`config.mk`:
```
export PLATFORM = sky130hd
export DESIGN_NAME = window_max_hold
export DESIGN_NICKNAME = d
export VERILOG_FILES = /design/src/rtl/window_max_hold.sv
export SDC_FILE = /design/constraint.sdc
export NUM_CORES = 1
export LEC_CHECK = 0
export CAP_MARGIN = 20
export CORE_MARGIN = 3
export CORE_UTILIZATION = 30
export CTS_BUF_LIST = sky130_fd_sc_hd__clkbuf_4 sky130_fd_sc_hd__clkbuf_8
export DETAILED_ROUTE_END_ITERATION = 6
export GPL_TIMING_DRIVEN = 0
export PLACE_DENSITY_LB_ADDON = 0.12
export SLEW_MARGIN = 25
export SYNTH_ARGS = -nofsm -noshare
export SYNTH_HDL_FRONTEND = slang
export SYNTH_SLANG_ARGS = --single-unit
```
`constraint.sdc`:
```
create_clock -name clock -period 16.5 [get_ports clock]
set_input_delay 3.3 -clock clock [delete_from_list [all_inputs] [get_ports clock]]
set_output_delay 3.3 -clock clock [all_outputs]
set_load 0.05 [all_outputs]
```
`src/rtl/window_max_hold.sv`:
```
// window_max_hold
//   Sliding-window extreme tracker. Keeps the last `depth` accepted samples in
//   a circular buffer and reports the largest and smallest occupied entry, the
//   number of samples currently held, and a window-full flag. All outputs are
//   registered and already reflect a sample on the edge after it is accepted.
//
// Configuration macro:
//   WINDOW_MAX_HOLD_SIGNED_EN  defined   -> samples are two's complement and
//                                           max/min compare signed
//                              undefined -> unsigned compares (default)
//
// Ports:
//   clock        in   single clock, rising edge
//   reset        in   synchronous active-high reset (highest priority)
//   data         in   [data_width-1:0] input sample
//   data_valid   in   accept data on this edge
//   clear        in   synchronous flush; with data_valid restarts the window
//                     holding only the presented sample
//   max          out  [data_width-1:0] largest sample in window (0 if empty)
//   min          out  [data_width-1:0] smallest sample in window (0 if empty)
//   fill_count   out  [$clog2(depth+1)-1:0] samples held, saturates at depth
//   window_full  out  high when fill_count == depth
module window_max_hold #(
  parameter int data_width = 8,
  parameter int depth      = 8
) (
  input  logic                         clock,
  input  logic                         reset,
  input  logic [data_width-1:0]        data,
  input  logic                         data_valid,
  input  logic                         clear,
  output logic [data_width-1:0]        max,
  output logic [data_width-1:0]        min,
  output logic [$clog2(depth+1)-1:0]   fill_count,
  output logic                         window_full
);

  localparam int PW = (depth > 1) ? $clog2(depth) : 1;
  localparam int CW = $clog2(depth + 1);
  localparam logic [PW-1:0] LAST_PTR = PW'(depth - 1);
  localparam logic [CW-1:0] DEPTH_C  = CW'(depth);

  typedef enum logic [1:0] {
    EMPTY   = 2'd0,
    FILLING = 2'd1,
    FULL    = 2'd2
  } state_t;

  state_t                r_state, w_state_nxt;
  logic [data_width-1:0] r_buf [depth];
  logic [data_width-1:0] w_buf_nxt [depth];
  logic [depth-1:0]      r_occ, w_occ_nxt;
  logic [PW-1:0]         r_wptr, w_wptr_nxt;
  logic [CW-1:0]         r_count, w_count_nxt;
  logic [data_width-1:0] r_max, r_min, w_max_nxt, w_min_nxt;
  logic                  w_update;
  logic                  w_has;

  // a > b under the configured signedness
  function automatic logic greater(input logic [data_width-1:0] a,
                                   input logic [data_width-1:0] b);
`ifdef WINDOW_MAX_HOLD_SIGNED_EN
    logic signed [data_width-1:0] sa;
    logic signed [data_width-1:0] sb;
    sa = a;
    sb = b;
    return sa > sb;
`else
    return a > b;
`endif
  endfunction

  function automatic logic [PW-1:0] ptr_inc(input logic [PW-1:0] p);
    return (p == LAST_PTR) ? '0 : p + PW'(1);
  endfunction

  // Next window contents, pointer, occupancy, count and state
  always_comb begin
    w_state_nxt = r_state;
    w_wptr_nxt  = r_wptr;
    w_occ_nxt   = r_occ;
    w_count_nxt = r_count;
    w_update    = 1'b0;
    for (int i = 0; i < depth; i++) w_buf_nxt[i] = r_buf[i];

    if (clear && data_valid) begin
      // Restart: the new sample becomes the only occupant, stored at slot 0
      w_update     = 1'b1;
      w_buf_nxt[0] = data;
      w_occ_nxt    = depth'(1);
      w_wptr_nxt   = ptr_inc('0);
      w_count_nxt  = CW'(1);
      w_state_nxt  = FILLING;
    end else if (clear) begin
      w_update    = 1'b1;
      w_occ_nxt   = '0;
      w_wptr_nxt  = '0;
      w_count_nxt = '0;
      w_state_nxt = EMPTY;
    end else if (data_valid) begin
      w_update          = 1'b1;
      w_buf_nxt[r_wptr] = data;
      w_occ_nxt[r_wptr] = 1'b1;
      w_wptr_nxt        = ptr_inc(r_wptr);
      w_count_nxt       = (r_count == DEPTH_C) ? r_count : r_count + CW'(1);
      case (r_state)
        EMPTY:   w_state_nxt = (w_count_nxt == DEPTH_C) ? FULL : FILLING;
        FILLING: w_state_nxt = (w_count_nxt == DEPTH_C) ? FULL : FILLING;
        FULL:    w_state_nxt = FULL;
        default: w_state_nxt = EMPTY;
      endcase
    end
  end

  // Extremes over occupied entries only; stale slots are masked out by occupancy
  always_comb begin
    w_has     = 1'b0;
    w_max_nxt = '0;
    w_min_nxt = '0;
    for (int i = 0; i < depth; i++) begin
      if (w_occ_nxt[i]) begin
        if (!w_has) begin
          w_max_nxt = w_buf_nxt[i];
          w_min_nxt = w_buf_nxt[i];
          w_has     = 1'b1;
        end else begin
          if (greater(w_buf_nxt[i], w_max_nxt)) w_max_nxt = w_buf_nxt[i];
          if (greater(w_min_nxt, w_buf_nxt[i])) w_min_nxt = w_buf_nxt[i];
        end
      end
    end
  end

  // State register
  always_ff @(posedge clock) begin
    if (reset) r_state <= EMPTY;
    else       r_state <= w_state_nxt;
  end

  // Window storage and registered outputs
  always_ff @(posedge clock) begin
    if (reset) begin
      for (int i = 0; i < depth; i++) r_buf[i] <= '0;
      r_occ   <= '0;
      r_wptr  <= '0;
      r_count <= '0;
      r_max   <= '0;
      r_min   <= '0;
    end else if (w_update) begin
      for (int i = 0; i < depth; i++) r_buf[i] <= w_buf_nxt[i];
      r_occ   <= w_occ_nxt;
      r_wptr  <= w_wptr_nxt;
      r_count <= w_count_nxt;
      r_max   <= w_max_nxt;
      r_min   <= w_min_nxt;
    end
  end

  assign max         = r_max;
  assign min         = r_min;
  assign fill_count  = r_count;
  assign window_full = (r_state == FULL);

endmodule

```
### Yosys cells after proc, flatten, opt, wreduce, memory -nomap -nowiden

Memories as Yosys holds them, arrays and structs flattened.
Index checks and enable logic that the tools add are counted.

* flip-flop bits (word level): 33
* bits in writable memories: 64
* input port bits: 12
* output and inout bits: 21
* word-level logic and storage cells: 142
* memories: 1

Memories
* r_buf: words 8, width 8, rd ports 8, clocked after memory_dff 0, wr ports 8, line 50 `logic [data_width-1:0] r_buf [depth];`

* add/subtract/negate cells: 2
* magnitude comparators: 18
* equality and inequality tests: 5
* muxes and demuxes: 91
* bitwise operators: 10
* reductions and logical operators: 8

Operators with widths (count)
* $mux W8: 56
* $mux W64: 2
* $gt A8 B8 Y1: 14
* $bwmux W64: 1
* $mux W56: 1
* $demux W8 S3: 1
* $mux W1: 19
* $mux W4: 4
* $mux W3: 4
* $eq A4 B4 Y1 const B: 2
* $or A1 B1 Y1: 8
* $or A8 B8 Y8: 1
* $add A4 B1 Y4 const B: 1
* $ge A4 B4 Y1 const B: 1
* $lt A3 B4 Y1 const B: 1
* $lt A4 B1 Y1 const B: 1
* $not A3 Y4: 1
* $pmux W2 S2: 1
* $add A3 B1 Y3 const B: 1
* $demux W1 S3: 1
* $eq A3 B3 Y1 const B: 1
* $ge A3 B1 Y1 const B: 1
* $logic_and A1 B1 Y1: 3
* $reduce_bool A3 Y1: 1
* 7 further kinds: 7

### Longest topological paths before layout

Gate-level depths: netlist (run 1).

* depth in word-level cells: 38
* gate-level depth with buffers: 72
* mapped depth without buffers: 64

### Worst setup path before layout (run 1)

OpenSTA, ideal clock, no wires.

* path type: input to register
* start point: in clear
* end point: reg r_min[0], in the netlist min[0]
* setup time: 69 ps
* arrival: 16708 ps
* required time: 16431 ps
* slack: -277 ps
* stages on the path: 65
* path buffers: 10
* path through: clkbuf_1 > inv_1 > clkbuf_1 > a21oi_1 > clkbuf_1 > a21o_1 > inv_1 > ha_1 > a21oi_1 > o211ai_1 > o41ai_1 > a21o_1 > nor2_1 > o21ai_1 > o22ai_1 > ha_1 > a21o_1 > a21oi_1 > (+29 left out) > a21oi_1 > nand4b_1 > a21oi_1 > nor2_1 > clkbuf_1 > nor2_1 > a32oi_1 > ha_1 > and3_1 > a221oi_1 > o21ai_0 > o21ai_0 > a21o_1 > clkbuf_1 > and2_1 > clkbuf_1 > inv_1 > o21ai_1

* word-level cells in the longest chain between the ends: 31
* elaborated cells between the ends (all ways): 44
* classes of those cells: order compare: 7; mux: 36; reduce/logical: 1

RTL lines
* start: declaration: line 31 `input logic clear,`
* $mux W64, or another cell as far along: line 94 `end else if (clear) begin`
* $mux W8: line 86 `if (clear && data_valid) begin`
* $mux W8: line 121 `if (w_occ_nxt[i]) begin`
* $gt A8 B8 Y1: line 69 `return a > b;`
* $mux W8: line 128 `if (greater(w_min_nxt, w_buf_nxt[i])) w_min_nxt = w_buf_nxt[i];`
* $mux W8: line 122 `if (!w_has) begin`
* $mux W8: line 121
* $gt A8 B8 Y1: line 69
* (+15 left out)
* $gt A8 B8 Y1: line 69
* $mux W8: line 128
* $mux W8: line 122
* $mux W8: line 121
* $gt A8 B8 Y1: line 69
* $mux W8: line 128
* $mux W8: line 122
* $mux W8: line 121
* end signal: assignment: line 155 `r_min <= w_min_nxt;`
* end: declaration: line 55 `logic [data_width-1:0] r_max, r_min, w_max_nxt, w_min_nxt;`

Parallel ways exist; a longest one is shown, timed or not.
A chain may end at the register's enable or synchronous reset.

### Worst setup path in the final report (run 1)

* start point: in data_valid
* end point: reg r_min[0], in the netlist min[0]

* word-level cells in the longest chain between the ends: 32
* elaborated cells between the ends (all ways): 47
* classes of those cells: order compare: 7; mux: 39; reduce/logical: 1

RTL lines
* start: declaration: line 30 `input logic data_valid,`
* $mux W64 or $mux W8 (tied branches): line 100 `end else if (data_valid) begin`
* $mux W64 or $mux W8 (tied branches): line 94
* $mux W8: line 86
* $mux W8: line 121
* $gt A8 B8 Y1: line 69
* $mux W8: line 128
* $mux W8: line 122
* $mux W8: line 121
* (+16 left out)
* $gt A8 B8 Y1: line 69
* $mux W8: line 128
* $mux W8: line 122
* $mux W8: line 121
* $gt A8 B8 Y1: line 69
* $mux W8: line 128
* $mux W8: line 122
* $mux W8: line 121

Parallel ways exist; a longest one is shown, timed or not.

==> run metrics, run 1 <==
Port-buffer cells 30; setup TNS 0 ns; Multi-input gate area 6390 sq um; CP max stage delay 0.43 ns; vias per cell 5.42; Rows between 60 and 70; most frequent cells in the layout 135 x nor2_1, 105 x ha_1, 85 x inv_1; relative slew slack 32.4%; Remaining Overflow, GRT 0; Area growth syn-to-layout 24.5%; crit start category primary input; post-synth top area share 21.6%; Worst-Margin Slew roughly 1.0 ns; minimum clock period 15.91 ns; top cell family by delay on the critical path compound AO/OA/AOI/OAI gates; Cell Count, Final, Fillers Out about 1500; antenna violations before repair 1; WP data arrival 16.20 ns; clk slew on worst S/H paths 0.11 ns; Hold WC Path Type flip-flop to flip-flop; starting density of the core 30.7%; worst clock skew 0.0186 ns; Max Cap Viol 0; Synth area leaders edfxtp_1 22%, ha_1 15%, mux2_2 7.8%; Final Cycle Share 96.4%; vias in the first global route 7888; Post-Syn Area between 8000 and 9000 sq um; Placed Area 9720 sq um; Hold Path Depth 2; Cells after DPL 1451; Max clock buf depth 2; WL per Instance between 20 and 25 um; largest net degree at the start of global routing 39; Die W 178 um; Syn Nets ~1200; maximum clock rate 62.9 MHz; CTS buffer count 9; global-route wire length before repair slightly below 50000 um; critical path data required time 16.79 ns; GRT Total Usage ~20%; via count 8235; CTS tree done; die area ~32000 sq um; root buf cell clkbuf_8; count of state elements after synthesis 97; fillers 3059; WP buf/inv 9; r2r worst-path depth 61; biggest area consumer among synthesized cells edfxtp_1; diode count 0; fraction of layout cells with a size suffix above 1 approximately a quarter; Top cell by count, worst path ha_1; ys async rst share 0%; drt initial violations 695; clock sinks 97; DR pass1 iterations 5; design area roughly 11000 sq um; Final Max Tran Viols 0; Final Hold Viols 0; power density cells 76.5 nW/um^2; Die H around 180 um; Post-Route WL 32500 um; crit path kind primary input to flip-flop; Mapped Avg Cell Area between 8 and 9 sq um; element type at the critical path end flip-flop; DPL Wire Length 24600 um; Worst path slowest cell or4b_1; peak supply drop 0.0372 mV; crit-path max FO 10; # hold bufs at CTS 0; commonest non-fill, non-tap cell in the layout nor2_1; Core Area 29000 sq um; Levels on crit path 64; post-route ant nets 0; Synth Flop Type edfxtp_1; number of synthesized flops with an enable pin 64; I/O pins 33; Syn. warnings 0; Leakage Power 4.82 nW; Synth cell types 74; RD Place Congestion 0.900; Mapped Cells 1036; Skew-Pair Late Insertion Delay 0.41 ns; Max H-tree Level 3; FF/Latch Area approximately 2600 sq um; Finish-stage setup viols 0; register area share after synthesis just under 30%; # nets final 1250; run status finished, final reports clean; DRC viols 0
worst min-delay path, cell delays in order (launching register included):
cell and delay, ns:
dfxtp_1 0.33, nand2_1 0.05, o21ai_0 0.07
per-layer routing:
layer / wire length, um / vias up / track usage [%]
li1: - / 4004 / -
met1: 15300 / 4013 / 27.7
met2: 15200 / 173 / 33.5
met3: 1250 / 45 / 3.21
met4: 721 / 0 / 5.19
met5: 0 / - / 0
final timing paths:
path / startpoint / slack (ns) / endpoint
worst max-delay path: data_valid / 0.59 / min[0]$_SDFFE_PP0P_
worst min-delay path: min[2]$_SDFFE_PP0P_ / 0.48 / min[2]$_SDFFE_PP0P_
worst max register to register: r_wptr[2]$_SDFFE_PP0P_ / 3.07 / min[0]$_SDFFE_PP0P_
worst min register to register: min[2]$_SDFFE_PP0P_ / 0.48 / min[2]$_SDFFE_PP0P_
power by group:
| part | internal (mW) | switching (mW) | total [mW] |
|---|---|---|---|
| clock | 0.0938 | 0.109 | 0.203 |
| combinational | 0.150 | 0.216 | 0.366 |
| sequential | 0.274 | 0.00542 | 0.279 |
| total | 0.518 | 0.330 | 0.849 |
what timing repair did:
action	in CTS	in global routing
gates cloned	0	1
endpoints found under the setup margin	16	16
gates resized for setup	80	95
buffers inserted	23	35
pin swaps	15	53
synthesized netlist by cell type, types with 14 or more instances:
| cell type | n |
|---|---|
| mux2_2 | 62 |
| dfxtp_1 | 33 |
| a31oi_1 | 14 |
| nor2_1 | 144 |
| mux2i_1 | 38 |
| nor2b_1 | 16 |
| a21oi_1 | 67 |
| ha_1 | 107 |
| o21ai_0 | 33 |
| edfxtp_1 | 64 |
| clkbuf_1 | 37 |
| nand4_1 | 16 |
| inv_1 | 86 |
| nor3_1 | 21 |
| nand2_1 | 58 |
| a21o_1 | 35 |
| nand3_1 | 23 |
state kept, by name, indices dropped and copies added (netlist names):
name / flops
max: 8
fill_count: 4
r_buf: 64
r_wptr: 3
min: 8
r_state: 2
r_occ: 8
layout make-up:
type | count | share of cell area (%)
flip-flops and latches | 97 | 23.3
plain buffers | 39 | 2.29
clock buffers | 10 | 1.24
multi-input cells | 808 | 57.6
clock inverters | 6 | 0.971
repair buffers | 90 | 7.31
inverters | 86 | 2.93
well taps | 384 | 4.33
cells by family after synthesis:
group                      Yosys count  share of synthesized area (%)
xor gates and xnor gates             3                          0.295
and+or+nand+nor                    342                           18.5
adders and majority gates          107                           15.0
DFF                                 97                           29.0
buffers and inverters              131                           5.68
muxes                              100                           12.1
AOI/OAI and AO/OA                  256                           19.4
per-stage QoR:
stage	worst slack (ns)	hold slack [ns]	total power, mW	util [%]
floorplan	0.0319	0.448	0.495	-
global placement	-3.89	0.465	0.583	33.4
detailed placement	-3.97	0.469	0.586	33.5
CTS	0.0224	0.491	0.816	36.1
global route	-0.0619	0.521	0.900	38.2
finish	0.594	0.484	0.849	38.2
(Power assumes the default switching activity.)
==> run 2, diff against run 1 <==
Settings changed: CORE_MARGIN 3 to 5.
==> run metrics, run 2 (synthesis gave the netlist of run 1 again) <==
Worst-Margin Slew 1.02 ns (was 1.01 ns); commonest non-fill, non-tap cell in the layout nor2_1 (unchanged); design area 11000 sq um (was 11100 sq um); root buf cell clkbuf_8 (unchanged); Leakage Power 4.74 nW (was 4.82 nW); Die H 182 um (was 178 um); Cells after DPL 1457 (was 1451); Post-Route WL 32600 um (was 32500 um); Reg2Reg Setup Slack 3.15 ns (was 3.07 ns); Port-buffer cells 30 (unchanged); Die W 182 um (was 178 um); worst hold slack 0.462 ns (was 0.484 ns); clk slew on worst S/H paths 0.13 ns (was 0.11 ns); DRC viols 0 (unchanged); I/O pins 33 (unchanged); largest net degree at the start of global routing 49 (was 39); crit start category primary input (unchanged); power density cells 75.7 nW/um^2 (was 76.5 nW/um^2); Seq pwr share 33.6% (was 32.9%); Placed Area 9740 sq um (was 9720 sq um); drt initial violations 573 (was 695); DR pass1 iterations 5 (unchanged); worst clock skew 0.0267 ns (was 0.0186 ns); Rows 63 (was 62); maximum clock rate 62.7 MHz (was 62.9 MHz); DPL Wire Length 24700 um (was 24600 um); antenna violations before repair 2 (was 1); clock sinks 97 (unchanged); CTS tree done (unchanged); CTS buffer count 9 (unchanged); global-route wire length before repair 48500 um (was 48300 um); Core Area 29500 sq um (was 29000 sq um); Net Sw Frac 39.8% (was 38.9%); die area 33200 sq um (was 31800 sq um); minimum clock period 15.95 ns (was 15.91 ns); Top reg by flops r_buf (unchanged); GRT Total Usage 19.1% (was 20.3%); CP max stage delay 1.03 ns (was 0.43 ns); Remaining Overflow, GRT 0 (unchanged); fraction of layout cells with a size suffix above 1 22.1% (was 23.3%); Max H-tree Level 3 (unchanged); Final Max Tran Viols 0 (unchanged); post-layout util 37.3% (was 38.2%); peak supply drop 0.0513 mV (was 0.0372 mV); run status finished, final reports clean (unchanged); RD Place Congestion 0.909 (was 0.900); Area growth syn-to-layout 23.4% (was 24.5%); vias per cell 5.42 (about the same); Pint 500 uW (was 518 uW); element type at the critical path end flip-flop (unchanged); # nets final 1239 (was 1250); max reg flops 64 (unchanged); crit path kind primary input to flip-flop (unchanged); Finish-stage setup viols 0 (unchanged); Top cell by count, worst path ha_1 (unchanged); most frequent cells in the layout 134 x nor2_1, 106 x ha_1, 85 x inv_1 (was 135 x nor2_1, 105 x ha_1, 85 x inv_1); relative slew slack 31.6% (was 32.4%); Final Cycle Share 96.7% (was 96.4%); starting density of the core 30.2% (was 30.7%); total power 831 uW (was 849 uW); WP data arrival 16.25 ns (was 16.20 ns); Max Cap Viol 0 (unchanged); crit-path max FO 10 (unchanged); critical path data required time 16.80 ns (was 16.79 ns); post-route ant nets 0 (unchanged); NetSw 331 uW (was 330 uW); Cell Count, Final, Fillers Out 1515 (was 1520); vias in the first global route 7973 (was 7888); Final Hold Viols 0 (unchanged); Max clock buf depth 2 (unchanged); WL per Instance 21.5 um (was 21.4 um); clock share of power 22.4% (was 23.9%); Worst path slowest cell clkdlybuf4s50_1 (was or4b_1); diode count 0 (unchanged); Comb pwr share 44.0% (was 43.1%); Hold WC Path Type flip-flop to flip-flop (unchanged); Skew-Pair Late Insertion Delay 0.41 ns (about the same); via count 8211 (was 8235)
## run 2: worst max-delay path, delay by kind of cell
| kind | cells | cell delay, ns |
|---|---|---|
| compound gates | 27 | 5.50 |
| fa+ha+maj | 7 | 2.08 |
| buf+inv | 8 | 2.00 |
| mux | 4 | 1.20 |
| simple gates | 15 | 2.16 |
## run 2: power groups by stage
stage	sequential, mW	combinational (mW)	clock (mW)
3_5_place_dp	0.285	0.301	0
5_1_grt	0.281	0.400	0.202
2_1_floorplan	0.295	0.200	0
6_report	0.280	0.365	0.186
4_1_cts	0.280	0.327	0.193
3_3_place_gp	0.285	0.300	0
## run 2: what timing repair did
item | CTS | global route
hold buffers | 0 | 0
cloned | 0 | 2
endpoints found under the setup margin | 16 | 16
buffers inserted | 15 | 31
pin swaps | 19 | 37
resized for setup | 89 | 76
## run 2: final cells by class
| cell class | instances | area (sq um) |
|---|---|---|
| fill | 3071 | 18500 |
| multi-input combinational | 808 | 6380 |
| sequential | 97 | 2580 |
| timing repair buffer | 79 | 714 |
| tap | 390 | 488 |
| inverter | 86 | 325 |
| buffer | 39 | 269 |
| clock buffer | 9 | 124 |
| clock inverter | 7 | 97.6 |
## run 2: path summary, 6_finish.rpt
kind | to | cells after the start | startpoint
worst max-delay path | min[0]$_SDFFE_PP0P_ | 61 | data[5]
worst max register to register | min[0]$_SDFFE_PP0P_ | 62 | r_wptr[2]$_SDFFE_PP0P_
worst min-delay path | r_state[1]$_SDFFE_PP0P_ | 1 | r_state[0]$_SDFFE_PP0P_
worst min register to register | r_state[1]$_SDFFE_PP0P_ | 1 | r_state[0]$_SDFFE_PP0P_
## run 2: layer usage
layer	GRT usage [%]	vias to the layer above	part of all wire (%)	wire length (um)
met5	0	-	0	0
met3	2.27	44	3.9	1280
met4	5.61	0	2.7	876
met2	31.1	199	46	14900
met1	26.7	3976	48	15500
li1	-	3992	-	-
## run 2: stage by stage
step / setup TNS, ns / setup WS [ns]
global placement: -57.63 / -3.99
global route: -0.173 / -0.0342
CTS: 0 / 0.0224
detailed placement: -55.27 / -3.86
floorplan: 0 / 0.0319
finish: 0 / 0.549
==> run 3, diff against run 2 <==
Settings changed: CTS_CLUSTER_DIAMETER from default to 200.
==> results of run 3 <==
Same layout as run 2: the final DEF is identical, and so are final timing and power.
